**src/rtl/mul_shift_add_8_pkg.sv**
```systemverilog
// mul_shift_add_8_pkg: shared width constant and FSM state encoding for the multiplier
package mul_shift_add_8_pkg;
    localparam int DATA_W = 8;
    typedef enum logic [1:0] {
        S_IDLE = 2'd0,
        S_RUN  = 2'd1,
        S_DONE = 2'd2
    } state_t;
endpackage

```
**src/rtl/mul_shift_add_8_if.sv**
```systemverilog
// mul_shift_add_8_if: start/busy/done request bus carrying operands and product
interface mul_shift_add_8_if;
    import mul_shift_add_8_pkg::*;
    logic                  start;
    logic [DATA_W-1:0]     a;
    logic [DATA_W-1:0]     b;
    logic                  busy;
    logic                  done;
    logic [2*DATA_W-1:0]   product;
    modport master (output start, a, b, input busy, done, product);
    modport slave  (input start, a, b, output busy, done, product);
endinterface

```
**src/rtl/mul_shift_add_8_rca.sv**
```systemverilog
// add_rca_8: 8-bit ripple-carry adder with carry in and carry out
module add_rca_8 (
    input  logic [7:0] a,
    input  logic [7:0] b,
    input  logic       c_in,
    output logic [7:0] sum,
    output logic       c_out
);
    logic [8:0] c;
    assign c[0] = c_in;
    for (genvar i = 0; i < 8; i++) begin : g_fa
        assign sum[i]   = a[i] ^ b[i] ^ c[i];
        assign c[i+1]   = (a[i] & b[i]) | (c[i] & (a[i] ^ b[i]));
    end
    assign c_out = c[8];
endmodule

```
**src/rtl/mul_shift_add_8.sv**
```systemverilog
// mul_shift_add_8: iterative 8x8 unsigned shift-and-add multiplier driving one add_rca_8 per cycle
module mul_shift_add_8
    import mul_shift_add_8_pkg::*;
#(
    parameter int WIDTH = DATA_W,
    parameter int CNT_W = 3
) (
    input  logic             clk,
    input  logic             rst,
    mul_shift_add_8_if.slave bus
);
    if (WIDTH != 8) begin : g_bad_width
        $fatal(1, "mul_shift_add_8: WIDTH must be 8 to match add_rca_8");
    end
    state_t             state_q, state_d;
    logic [CNT_W-1:0]   cnt_q, cnt_d;
    logic [WIDTH-1:0]   mcand_q, mcand_d;
    logic [WIDTH-1:0]   acc_hi_q, acc_hi_d;
    logic [WIDTH-1:0]   acc_lo_q, acc_lo_d;
    logic [2*WIDTH-1:0] product_q, product_d;
    logic [WIDTH-1:0]   sum;
    logic               c_out;
    logic [2*WIDTH-1:0] shifted;
    add_rca_8 u_add (
        .a     (acc_hi_q),
        .b     (acc_lo_q[0] ? mcand_q : '0),
        .c_in  (1'b0),
        .sum   (sum),
        .c_out (c_out)
    );
    // carry out becomes the new top bit so the 17-bit partial sum is never truncated
    assign shifted = {c_out, sum, acc_lo_q[WIDTH-1:1]};
    always_comb begin
        state_d   = S_IDLE;
        cnt_d     = cnt_q;
        mcand_d   = mcand_q;
        acc_hi_d  = acc_hi_q;
        acc_lo_d  = acc_lo_q;
        product_d = product_q;
        case (state_q)
            S_IDLE, S_DONE: begin
                if (bus.start) begin
                    state_d  = S_RUN;
                    mcand_d  = bus.a;
                    acc_lo_d = bus.b;
                    acc_hi_d = '0;
                    cnt_d    = '0;
                end
            end
            S_RUN: begin
                {acc_hi_d, acc_lo_d} = shifted;
                cnt_d   = cnt_q + 1'b1;
                state_d = (cnt_q == CNT_W'(WIDTH - 1)) ? S_DONE : S_RUN;
                if (cnt_q == CNT_W'(WIDTH - 1)) product_d = shifted;
            end
            default: state_d = S_IDLE;
        endcase
    end
    always_ff @(posedge clk) begin
        if (rst) begin
            state_q   <= S_IDLE;
            cnt_q     <= '0;
            mcand_q   <= '0;
            acc_hi_q  <= '0;
            acc_lo_q  <= '0;
            product_q <= '0;
        end else begin
            state_q   <= state_d;
            cnt_q     <= cnt_d;
            mcand_q   <= mcand_d;
            acc_hi_q  <= acc_hi_d;
            acc_lo_q  <= acc_lo_d;
            product_q <= product_d;
        end
    end
    assign bus.busy    = (state_q == S_RUN);
    assign bus.done    = (state_q == S_DONE);
    assign bus.product = product_q;
endmodule

```
**src/flat_wrapper.sv**
```systemverilog
// flat-port wrapper written by rule: the top's interface ports become plain ports
module mul_shift_add_8_flat import mul_shift_add_8_pkg::*;
#(
    parameter int WIDTH = DATA_W,
    parameter int CNT_W = 3
)
  (clk, rst, bus_start, bus_a, bus_b, bus_busy, bus_done, bus_product);
  mul_shift_add_8_if bus_i ();
  input  logic clk;
  input  logic rst;
  input wire logic [$bits(bus_i.start)-1:0] bus_start;
  input wire logic [$bits(bus_i.a)-1:0] bus_a;
  input wire logic [$bits(bus_i.b)-1:0] bus_b;
  output wire logic [$bits(bus_i.busy)-1:0] bus_busy;
  output wire logic [$bits(bus_i.done)-1:0] bus_done;
  output wire logic [$bits(bus_i.product)-1:0] bus_product;
  assign bus_i.start = bus_start;
  assign bus_i.a = bus_a;
  assign bus_i.b = bus_b;
  assign bus_busy = bus_i.busy;
  assign bus_done = bus_i.done;
  assign bus_product = bus_i.product;
  mul_shift_add_8 #(.WIDTH(WIDTH), .CNT_W(CNT_W)) u_core (.clk(clk), .rst(rst), .bus(bus_i));
endmodule
```
**config.mk**
```make
export PLATFORM = sky130hd
export DESIGN_NAME = mul_shift_add_8_flat
export DESIGN_NICKNAME = d
export VERILOG_FILES = /design/src/rtl/mul_shift_add_8_pkg.sv /design/src/rtl/mul_shift_add_8_if.sv /design/src/rtl/mul_shift_add_8_rca.sv /design/src/rtl/mul_shift_add_8.sv /design/src/flat_wrapper.sv
export SDC_FILE = /design/constraint.sdc
export NUM_CORES = 1
export LEC_CHECK = 0
export CAP_MARGIN = 20
export CORE_MARGIN = 10
export CORE_UTILIZATION = 50
export CTS_CLUSTER_SIZE = 16
export DETAILED_ROUTE_END_ITERATION = 12
export GPL_ROUTABILITY_DRIVEN = 0
export GPL_TIMING_DRIVEN = 0
export PLACE_DENSITY_LB_ADDON = 0.1
export SLEW_MARGIN = 20
export SYNTH_ARGS = -nofsm -noshare
export SYNTH_HDL_FRONTEND = slang
export SYNTH_SLANG_ARGS = --single-unit
```
**constraint.sdc**
```tcl
create_clock -name clk -period 8.5 [get_ports clk]
set_input_delay 2.55 -clock clk [delete_from_list [all_inputs] [get_ports clk]]
set_output_delay 2.55 -clock clk [all_outputs]
set_load 0.02 [all_outputs]
```
==> flow_metrics.env <==
export IMPL_outcome="completed"
export IMPL_cts_buffers=5
export IMPL_worstHoldStart="u_core.bus.product[1]"
export IMPL_ys_async_sr_fraction=0
export IMPL_initial_utilization=0.5299
export IMPL_hpwl_um=3424
export IMPL_dr_pass1_iters=4
export IMPL_cts_resized=0
export IMPL_layout_cells_non_filler=319
export IMPL_regArea_sq_um=900.9
export IMPL_met3_usage=0.03418
export IMPL_cpPeakStageDelay_ps=550
export IMPL_critical_path_cell_chain="clkbuf_1, and2_1, ha_1, inv_1, fa_1, fa_1, fa_1, fa_1, fa_1, fa_1, fa_1, nor3b_1, a31oi_1, nor2_1"
export IMPL_syn_nets=258
export IMPL_hold_ws_ps=457.8
export IMPL_fin_skew_ps=5.496
export IMPL_grt_max_degree=14
export IMPL_crit_slowest_cell="fa_1"
export IMPL_maxCapViolCount=0
export IMPL_dpl_cell_area_sq_mm=0.002409
export IMPL_grt_pass1_vias=1619
export IMPL_n_fill_cell=339
export IMPL_clock_sinks=45
export IMPL_hold_viol=0
export IMPL_antenna_found_initial=0
export IMPL_r2r_end="u_core.acc_hi_q[6]"
export IMPL_cts_root_buf="clkbuf_8"
export IMPL_synth_area_leaders="dfxtp_1 (45%), nand2_1 (11%), fa_1 (7.0%)"
export IMPL_cts_hold_buf=0
export IMPL_r2r_slack_ps=4220
export IMPL_io_buffers=35
export IMPL_clock_path_buffers=2
export IMPL_cts_htree_levels=2
export IMPL_wl_per_cell_um=13.97
export IMPL_worstPathArrival_ps=4450
export IMPL_fin_tns_setup_ps=0
export IMPL_pin_count=37
export IMPL_synth_top_cell_area_share=0.4508
export IMPL_grt_total_usage=0.1283
export IMPL_sw_frac_of_total=0.2316
export IMPL_synth_ff_type="dfxtp_1"
export IMPL_post_cts_setup_buffer_count=0
export IMPL_die_h_um=83.22
export IMPL_num_rows=22
export IMPL_route_vias_total=1672
export IMPL_grt_use_met2=0.2137
export IMPL_cellLeakagePower_nw=0.8629
export IMPL_via_per_inst=5.241
export IMPL_clock_power_share=0.367
export IMPL_dp_cells=312
export IMPL_worstMarginPinSlew_ps=552.6
export IMPL_cp_required_ps=8670
export IMPL_min_period_over_period=0.5031
export IMPL_clk_pin_slew_ps=80
export IMPL_core_area_sq_mm=0.003771
export IMPL_reg2reg_from="u_core.acc_lo_q[0]"
export IMPL_worstSetupPathType="reg -> reg"
export IMPL_end_kind="flip-flop"
export IMPL_drt_iter0_drc=112
export IMPL_grt_pass1_wl_um=7583
export IMPL_drt_total_wl_um=4457
export IMPL_peakVddDrop_mv=0.1159
export IMPL_netSwitchingPower_mw=0.09775
export IMPL_tritoncts="yes"
export IMPL_drtAntennaViolNets=0
export IMPL_diodes=0
export IMPL_synth_top_cell_by_area="dfxtp_1"
export IMPL_final_area_sq_mm=0.002512
export IMPL_synth_top_cells_by_count="nand2_1 (57), dfxtp_1 (45), nor2_1 (22), a21oi_1 (19), inv_1 (9)"
export IMPL_utilization=0.6662
export IMPL_syn_area_per_cell_sq_um=8.726
export IMPL_ys_ff_latch=45
export IMPL_synth_edf_count=0
export IMPL_power_frac_seq=0.527
export IMPL_die_x_um=83.22
export IMPL_clock_latency_ps=290
export IMPL_max_slew_margin=0.6316
export IMPL_period_needed_ps=4277
export IMPL_reg2regPathDepth=14
export IMPL_worst_hold_path_endpoint="u_core.bus.product[1]"
export IMPL_holdPathStages=2
export IMPL_max_freq_mhz=233.8
export IMPL_multi_input_area_sq_um=930.9
export IMPL_power_frac_comb=0.106
export IMPL_finalSetupViolations=0
export IMPL_dieArea_sq_mm=0.006925
export IMPL_use_met1=0.1522
export IMPL_drive_above_1_share=0.1070
export IMPL_slew_violations=0
export IMPL_setup_worst_path_start_class="flip-flop"
export IMPL_power_density_mw_per_mm2=168.0
export IMPL_intPower_mw=0.3244
export IMPL_syn_inst=229
export IMPL_crit_fanout=9
export IMPL_crit_path_frequent_cell="fa_1"
export IMPL_synth_distinct_cells=26
export IMPL_gr_total_overflow=0
export IMPL_synth_warnings=0
export IMPL_syn_area_sq_mm=0.001998
export IMPL_grt_busiest_layer="met2"
export IMPL_drc=0
export IMPL_ys_seq_area_frac=0.4508
export IMPL_yosysMostFrequentCell="nand2_1"
export IMPL_final_nets=300
export IMPL_min_path_type="reg -> reg"
export IMPL_rsz0062_at_grt="false"
export IMPL_area_growth_pct=25.74
==> final cells by class <==
class,instances,area share
buffer,19,0.05279
timing repair buffer,35,0.1394
inverter,9,0.01345
clock inverter,2,0.01394
multi-input combinational,156,0.3705
clock buffer,5,0.02739
sequential,45,0.3586
tap,48,0.02390
==> sequential cells by signal, indices dropped and copies added (netlist names) <==
signal and cells:
u_core.state_q 2, u_core.bus.product 16, u_core.cnt_q 3, u_core.acc_hi_q 8, u_core.mcand_q 8, u_core.acc_lo_q 8
==> power groups by stage <==
| stage | registers (mW) | logic [mW] | clock network (mW) |
|---|---|---|---|
| after detailed placement | 0.228 | 0.0449 | 0 |
| after global placement | 0.228 | 0.0445 | 0 |
| final | 0.223 | 0.0446 | 0.155 |
| after global routing | 0.224 | 0.0497 | 0.166 |
| after floorplan | 0.226 | 0.0290 | 0 |
| after CTS | 0.223 | 0.0450 | 0.157 |
==> layout by cell type, fill, tap and decap left out, types with 2 or more instances in the layout <==
master / synthesis / final
ha_1: 3 / 3
clkbuf_2: 2 / 2
a311oi_1: 8 / 8
fa_1: 7 / 7
inv_1: 9 / 9
nand3_1: 3 / 3
buf_1: 2 / 2
nor2_1: 22 / 22
buf_4: 5 / 5
nor3b_1: 8 / 8
nand2b_1: 3 / 3
buf_2: 2 / 2
a21oi_1: 19 / 19
nand2_1: 57 / 57
clkbuf_8: 0 / 5
clkbuf_1: 3 / 3
nor2b_1: 2 / 2
a31oi_1: 8 / 8
dfxtp_1: 45 / 45
a211oi_2: 4 / 4
clkdlybuf4s50_1: 0 / 35
buf_6: 5 / 5
nor2_2: 4 / 4
a211oi_1: 4 / 4
==> worst max path at each step <==
stage	from	to	slack [ps]	cells after the start
after floorplan	u_core.acc_lo_q[0]	u_core.acc_hi_q[6]	4540	14
after global placement	u_core.acc_lo_q[0]	u_core.acc_hi_q[6]	4280	14
after detailed placement	u_core.acc_lo_q[0]	u_core.acc_hi_q[6]	4250	14
after CTS	u_core.acc_lo_q[0]	u_core.acc_hi_q[6]	4220	14
after global routing	u_core.acc_lo_q[0]	u_core.acc_hi_q[6]	4010	14
final	u_core.acc_lo_q[0]	u_core.acc_hi_q[6]	4220	14
==> critical path, delay by kind of cell, from the launching register on <==
family                     cells  cell delay [ps]
buffers and inverters          2              340
DFF                            1              310
adders and majority gates      8             3060
and+or+nand+nor                3              290
AOI/OAI and AO/OA              1              150
==> layer usage <==
layer	vias up	wire, um
li1	839	-
met1	785	2024
met2	40	2138
met3	8	214
met4	0	79
met5	-	0
==> metrics by stage <==
stage / total power [mW] / worst slack [ps]
2_1_floorplan: 0.2551 / 4535
3_3_place_gp: 0.2720 / 4280
3_5_place_dp: 0.2726 / 4254
4_1_cts: 0.4245 / 4215
5_1_grt: 0.4393 / 4014
6_report: 0.4221 / 4223
==> kinds of logic (layout without fill, tap and decap cells) <==
kind of cell / after synthesis / count (layout) / synth area share
AO/OA/AOI/OAI: 44 / 44 / 0.1515
adder cells (fa/ha/maj): 10 / 10 / 0.08892
buffers and inverters: 28 / 70 / 0.08328
flip-flops: 45 / 45 / 0.4508
AND/OR/NAND/NOR: 102 / 102 / 0.2254
Note: power is estimated with default switching activity, not from simulation.
==> edit 1, RTL diff (same settings) <==
The 3 states of `state_t` get a one-hot encoding in 3 bits.
--- a/src/rtl/mul_shift_add_8_pkg.sv
+++ b/src/rtl/mul_shift_add_8_pkg.sv
@@ -1,10 +1,10 @@
 // mul_shift_add_8_pkg: shared width constant and FSM state encoding for the multiplier
 package mul_shift_add_8_pkg;
     localparam int DATA_W = 8;
-    typedef enum logic [1:0] {
-        S_IDLE = 2'd0,
-        S_RUN  = 2'd1,
-        S_DONE = 2'd2
+    typedef enum logic [2:0] {
+        S_IDLE = 3'b001,
+        S_RUN  = 3'b010,
+        S_DONE = 3'b100
     } state_t;
 endpackage
 
Behaviour: same outputs for any inputs over 4 cycles, from zero or initial values and one cycle with rst high; so few cycles prove little.
==> edit 1 against the original RTL <==
Sequential cell count rose by 1. Synthesized area fell by 2.3%. Worst setup slack got worse by 340 ps. Cell area fell by 2.5%. Total power fell by 7.0%. Wire length fell by 3.0%. Clock skew rose by 4.8 ps. Cell count fell by 15%. Global-route usage rose by 0.70 points. Largest cell class is now registers. Highest routed layer unchanged.
==> edit 1: results (changes against the original RTL) <==
* Mean number of vias per cell at 5.524 (+5.4%)
* Synth Instances at 180 (-21%)
* Vias in the first global route at 1515 (-6.4%)
* Worst hold start: u_core.bus.product[13]$_SDFFE_PP0P_
* Worst path arrival time at 2060 ps (-2390 ps)
* # nets final at 252 (-16%)
* Max VDD drop at 0.00007332 V (-37%)
* Peak fanout along the critical path at 10 (+1)
* Non-Filler Instances at 271 (-15%)
* Largest net degree at the start of global routing at 13 (-1)
* R2r worst-path depth at 12 (-2)
* Status: finished clean
* Least-Margin Pin Slew at 612.1 ps (+59.41 ps)
* Total sequential power at 228 µW (+2%)
* Slowest cell delay on critical path at 620 ps (+70 ps)
* Routed wire length at 4324 µm (-3.0%)
* CP Launch Point: u_core.state_q[1]$_SDFF_PP0_
* Signal buffers at 47 (-13%)
* Placed Area at 2372 µm² (-1.5%)
* Xor/xnor cell area share of the yosys netlist at 0.8974% (+0.90 points)
* Final HPWL DP at 3281 µm (-4.2%)
* Multi-input logic cell count at 112 (-28%)
* CP max stage cell: clkdlybuf4s50_1
* Multi-input combinational area share at 36.94% (-0.11 points)
* Compound-Gate Fraction of Synth Area at 22.31% (+7.2 points)
* Fillcell total at 316 (-6.8%)
* Synth Register Bits at 46 (+2.2%)
* Mux cell area share after synthesis at 4.679% (+4.7 points)
* Hold depth at 1 (-1)
* Invs w/o clock at 11 (+2)
* First-pass GRT wire length at 7251 µm (-4.4%)
* Crit-path leading delay family: buffers and inverters
* Cells after DPL at 264 (-15%)
* Clk pwr at 122 µW (-21%)
* Non-clock buffer share at 18.19% (-1.0 points)
* Clk_skew at 10.25 ps (+4.755 ps)
* Synth Area in Adders at 9.103% (+0.21 points)
* Mean Syn Cell Area at 10.84 µm² (+24%)
* Iter 0 DRT Violations at 78 (-30%)
* P_leak at 0.8183 nW (-5.2%)
* Pre-CTS setup slack at 4234 ps (-20.01 ps)
* Clock buf count at 7 (+2)
* Synth area leaders: dfxtp_1, fa_1, o2bb2ai_1, a22o_1, a21oi_1
* Buffers on Ports at 36 (+2.9%)
* Sequential standard cell area at 920.9 µm² (+2.2%)
[edit 1: worst paths after layout]
kind                                                             to  slack (ps)
worst min register to register  u_core.bus.product[13]$_SDFFE_PP0P_         460
worst max-delay path                                       bus_busy        3890
worst min-delay path            u_core.bus.product[13]$_SDFFE_PP0P_         460
worst max register to register  u_core.bus.product[14]$_SDFFE_PP0P_        4440
[edit 1: routing by layer]
metal  global-route usage, %  part of all wire [%]  up-vias
li1                        -                     -      747
met1                   18.05                    47      715
met2                   20.76                    46       31
met3                   3.780                   6.5        4
met4                   4.082                  0.93        0
met5                       0                     0        -
[edit 1: kinds of logic after synthesis]
logic type | count (synthesis)
AO/OA/AOI/OAI | 60
XOR/XNOR | 2
multiplexers | 9
buffers and inverters | 22
flip-flops | 46
adder cells (fa/ha/maj) | 10
AND/OR/NAND/NOR | 31
[edit 1: through the flow]
step	hold WS, ps	utilization [%]
floorplan	432.3	-
CTS	468.4	65.89
global placement	443.4	63.84
detailed placement	445.7	63.84
finish	461.8	65.89
global route	479.0	65.89
==> edit 2, RTL diff (same flow settings) <==
Without the edit above. `CNT_W` is set to 3 in 2 places; all go to 5.
--- a/src/rtl/mul_shift_add_8.sv
+++ b/src/rtl/mul_shift_add_8.sv
@@ -3,7 +3,7 @@
     import mul_shift_add_8_pkg::*;
 #(
     parameter int WIDTH = DATA_W,
-    parameter int CNT_W = 3
+    parameter int CNT_W = 5
 ) (
     input  logic             clk,
     input  logic             rst,
--- a/src/flat_wrapper.sv
+++ b/src/flat_wrapper.sv
@@ -2,7 +2,7 @@
 module mul_shift_add_8_flat import mul_shift_add_8_pkg::*;
 #(
     parameter int WIDTH = DATA_W,
-    parameter int CNT_W = 3
+    parameter int CNT_W = 5
 )
   (clk, rst, bus_start, bus_a, bus_b, bus_busy, bus_done, bus_product);
   mul_shift_add_8_if bus_i ();
Formal check against the unedited RTL: no difference found for any inputs over 4 cycles, from zero or initial values and one cycle with rst high; that may be too few to reach the edited logic, so the function may still have changed.
==> edit 2 against the original RTL <==
Worst setup slack got worse by 94 ps. Synthesized area increased by 9.3%. Cell area increased by 6.9%. Clock power decreased by 12%. Critical path depth decreased by 10. Utilization decreased by 1.4 points. Total power decreased by 1.8%. Sequential cell count increased by 2. Non-clock buffer count increased by 2. Wire length increased by 11%.
==> edit 2: results (changes against the original RTL) <==
* Pre-CTS setup slack at 4318 ps (+63.93 ps)
* Commonest cells in the netlist: dfxtp_1, a21oi_1, nand2b_1
* Share of layout cells above drive strength 1 at 9.859% (-0.84 points)
* Drt pass-1 iters at 4 (unchanged)
* Avg WL per Cell at 14.86 µm (+6.4%)
* Post-CTS Setup Bufs at 0 (unchanged)
* Post-cts resize count at 0 (unchanged)
* Synth area leaders: dfxtp_1, nand2b_1, a21oi_1, fa_1, nand2_1
* Mean Syn Cell Area at 9.060 µm² (+3.8%)
* P_leak at 0.8911 nW (+3.3%)
* Max_cap viols at 0 (unchanged)
* # nets final at 311 (+3.7%)
* GRT Total Usage at 13.75% (+0.92 points)
* Worst hold path type: reg2reg
* Synth unique cells at 30 (+15%)
* Worst path arrival time at 1820 ps (-2630 ps)
* Fillcell total at 358 (+5.6%)
* Number of flip-flops in the largest register at 16 (unchanged)
* Buffers on Ports at 35 (unchanged)
* Iter 0 DRT Violations at 145 (+29%)
* Largest net degree at the start of global routing at 16 (+2)
* Sequential share of the synthesized area at 43.09% (-2.0 points)
* Cts bufs inserted at 5 (unchanged)
* Rel. slew slack at 63.48% (+0.32 points)
* Mean number of vias per cell at 5.365 (+2.4%)
* Status: finished clean
* Max VDD drop at 0.0001081 V (-6.7%)
* Synth warn at 0 (unchanged)
* Worst skew pair latency at 310 ps (+20 ps)
* Primary FF master, synth: dfxtp_1
* Syn_nets at 269 (+4.3%)
* Clock Tree Buf Depth at 2 (unchanged)
* Hold depth at 2 (unchanged)
* CTS clk-pin slew, worst paths at 90 ps
* Final HPWL DP at 3534 µm (+3.2%)
* Peak fanout along the critical path at 10 (+1)
* Cells after DPL at 326 (+4.5%)
* Number of antenna violations at the first check in global routing at 0 (unchanged)
* R2r worst-path depth at 12 (-2)
* Synth async-reset ratio at 0% (unchanged)
* First-pass GRT wire length at 8362 µm (+10%)
* Vias in the first global route at 1775 (+9.6%)
* Routed wire length at 4963 µm (+11%)
* Htree depth at 2 (unchanged)
* Max-slew violation count at 0 (unchanged)
* CTS Root Cell: clkbuf_8
* Clk_skew at 7.680 ps (+2.183 ps)
edit 2: cell types whose count changed in the layout (fill, tap and decap cells not counted), sizes merged, moves of 10 or more:
cell	delta
a21oi	+10
nand2	-32
nand2b	+24
nor2	-23
nand3	+15
edit 2: cells by family (layout without fill, tap and decap cells):
logic type	Yosys count	count (layout)	share of synthesized area [%]
flops	47	47	43.09
fa+ha+maj	9	9	7.564
compound gates	55	55	15.19
mux	10	10	4.699
buf+inv	31	74	7.049
simple gates	89	89	22.41
edit 2: area by class of cell:
| cell class | count | area share (%) |
|---|---|---|
| Multi-Input combinational cell | 163 | 40.54 |
| Sequential cell | 47 | 35.04 |
| Timing Repair Buffer | 35 | 13.05 |
| Buffer | 21 | 4.334 |
| Clock buffer | 5 | 2.563 |
| Tap cell | 50 | 2.330 |
| Inverter | 10 | 1.398 |
| Clock inverter | 3 | 0.7456 |
edit 2: worst max-delay path, cell delays in order (launching register included):
cell and delay, ps:
dfxtp_1 310, nand2b_2 210, inv_1 110, buf_2 240
clkdlybuf4s50_1 650
edit 2: final timing paths:
path                                                       endpoint  slack, ps                             from
worst max register to register  u_core.bus.product[14]$_SDFFE_PP0P_       4300  u_core.acc_lo_q[0]$_SDFFE_PP0P_
worst min-delay path                 u_core.mcand_q[0]$_SDFFE_PP0P_        460   u_core.mcand_q[0]$_SDFFE_PP0P_
worst max-delay path                                       bus_busy       4130     u_core.state_q[1]$_SDFF_PP0_
worst min register to register       u_core.mcand_q[0]$_SDFFE_PP0P_        460   u_core.mcand_q[0]$_SDFFE_PP0P_
edit 2: per-layer routing:
metal	share of wire (%)	GRT usage, %	routed length [µm]
met3	7.4	5.298	366
met5	0	0	0
met4	0.89	3.892	44
met2	45	20.15	2245
met1	46	18.19	2307
edit 2: per-stage QoR:
step,utilization [%],instance area [µm²]
2_1_floorplan,-,2183
3_3_place_gp,63.09,2596
3_5_place_dp,63.09,2596
4_1_cts,65.25,2685
5_1_grt,65.25,2685
6_report,65.25,2685
edit 2: power by group:
| part | switching, mW | internal (mW) | total (mW) | leakage [nW] |
|---|---|---|---|---|
| logic | 0.0274 | 0.0207 | 0.0481 | 0.469 |
| clock network | 0.0791 | 0.0573 | 0.136 | 0.0402 |
| registers | 0.00381 | 0.226 | 0.230 | 0.382 |
| total | 0.110 | 0.304 | 0.414 | 0.891 |
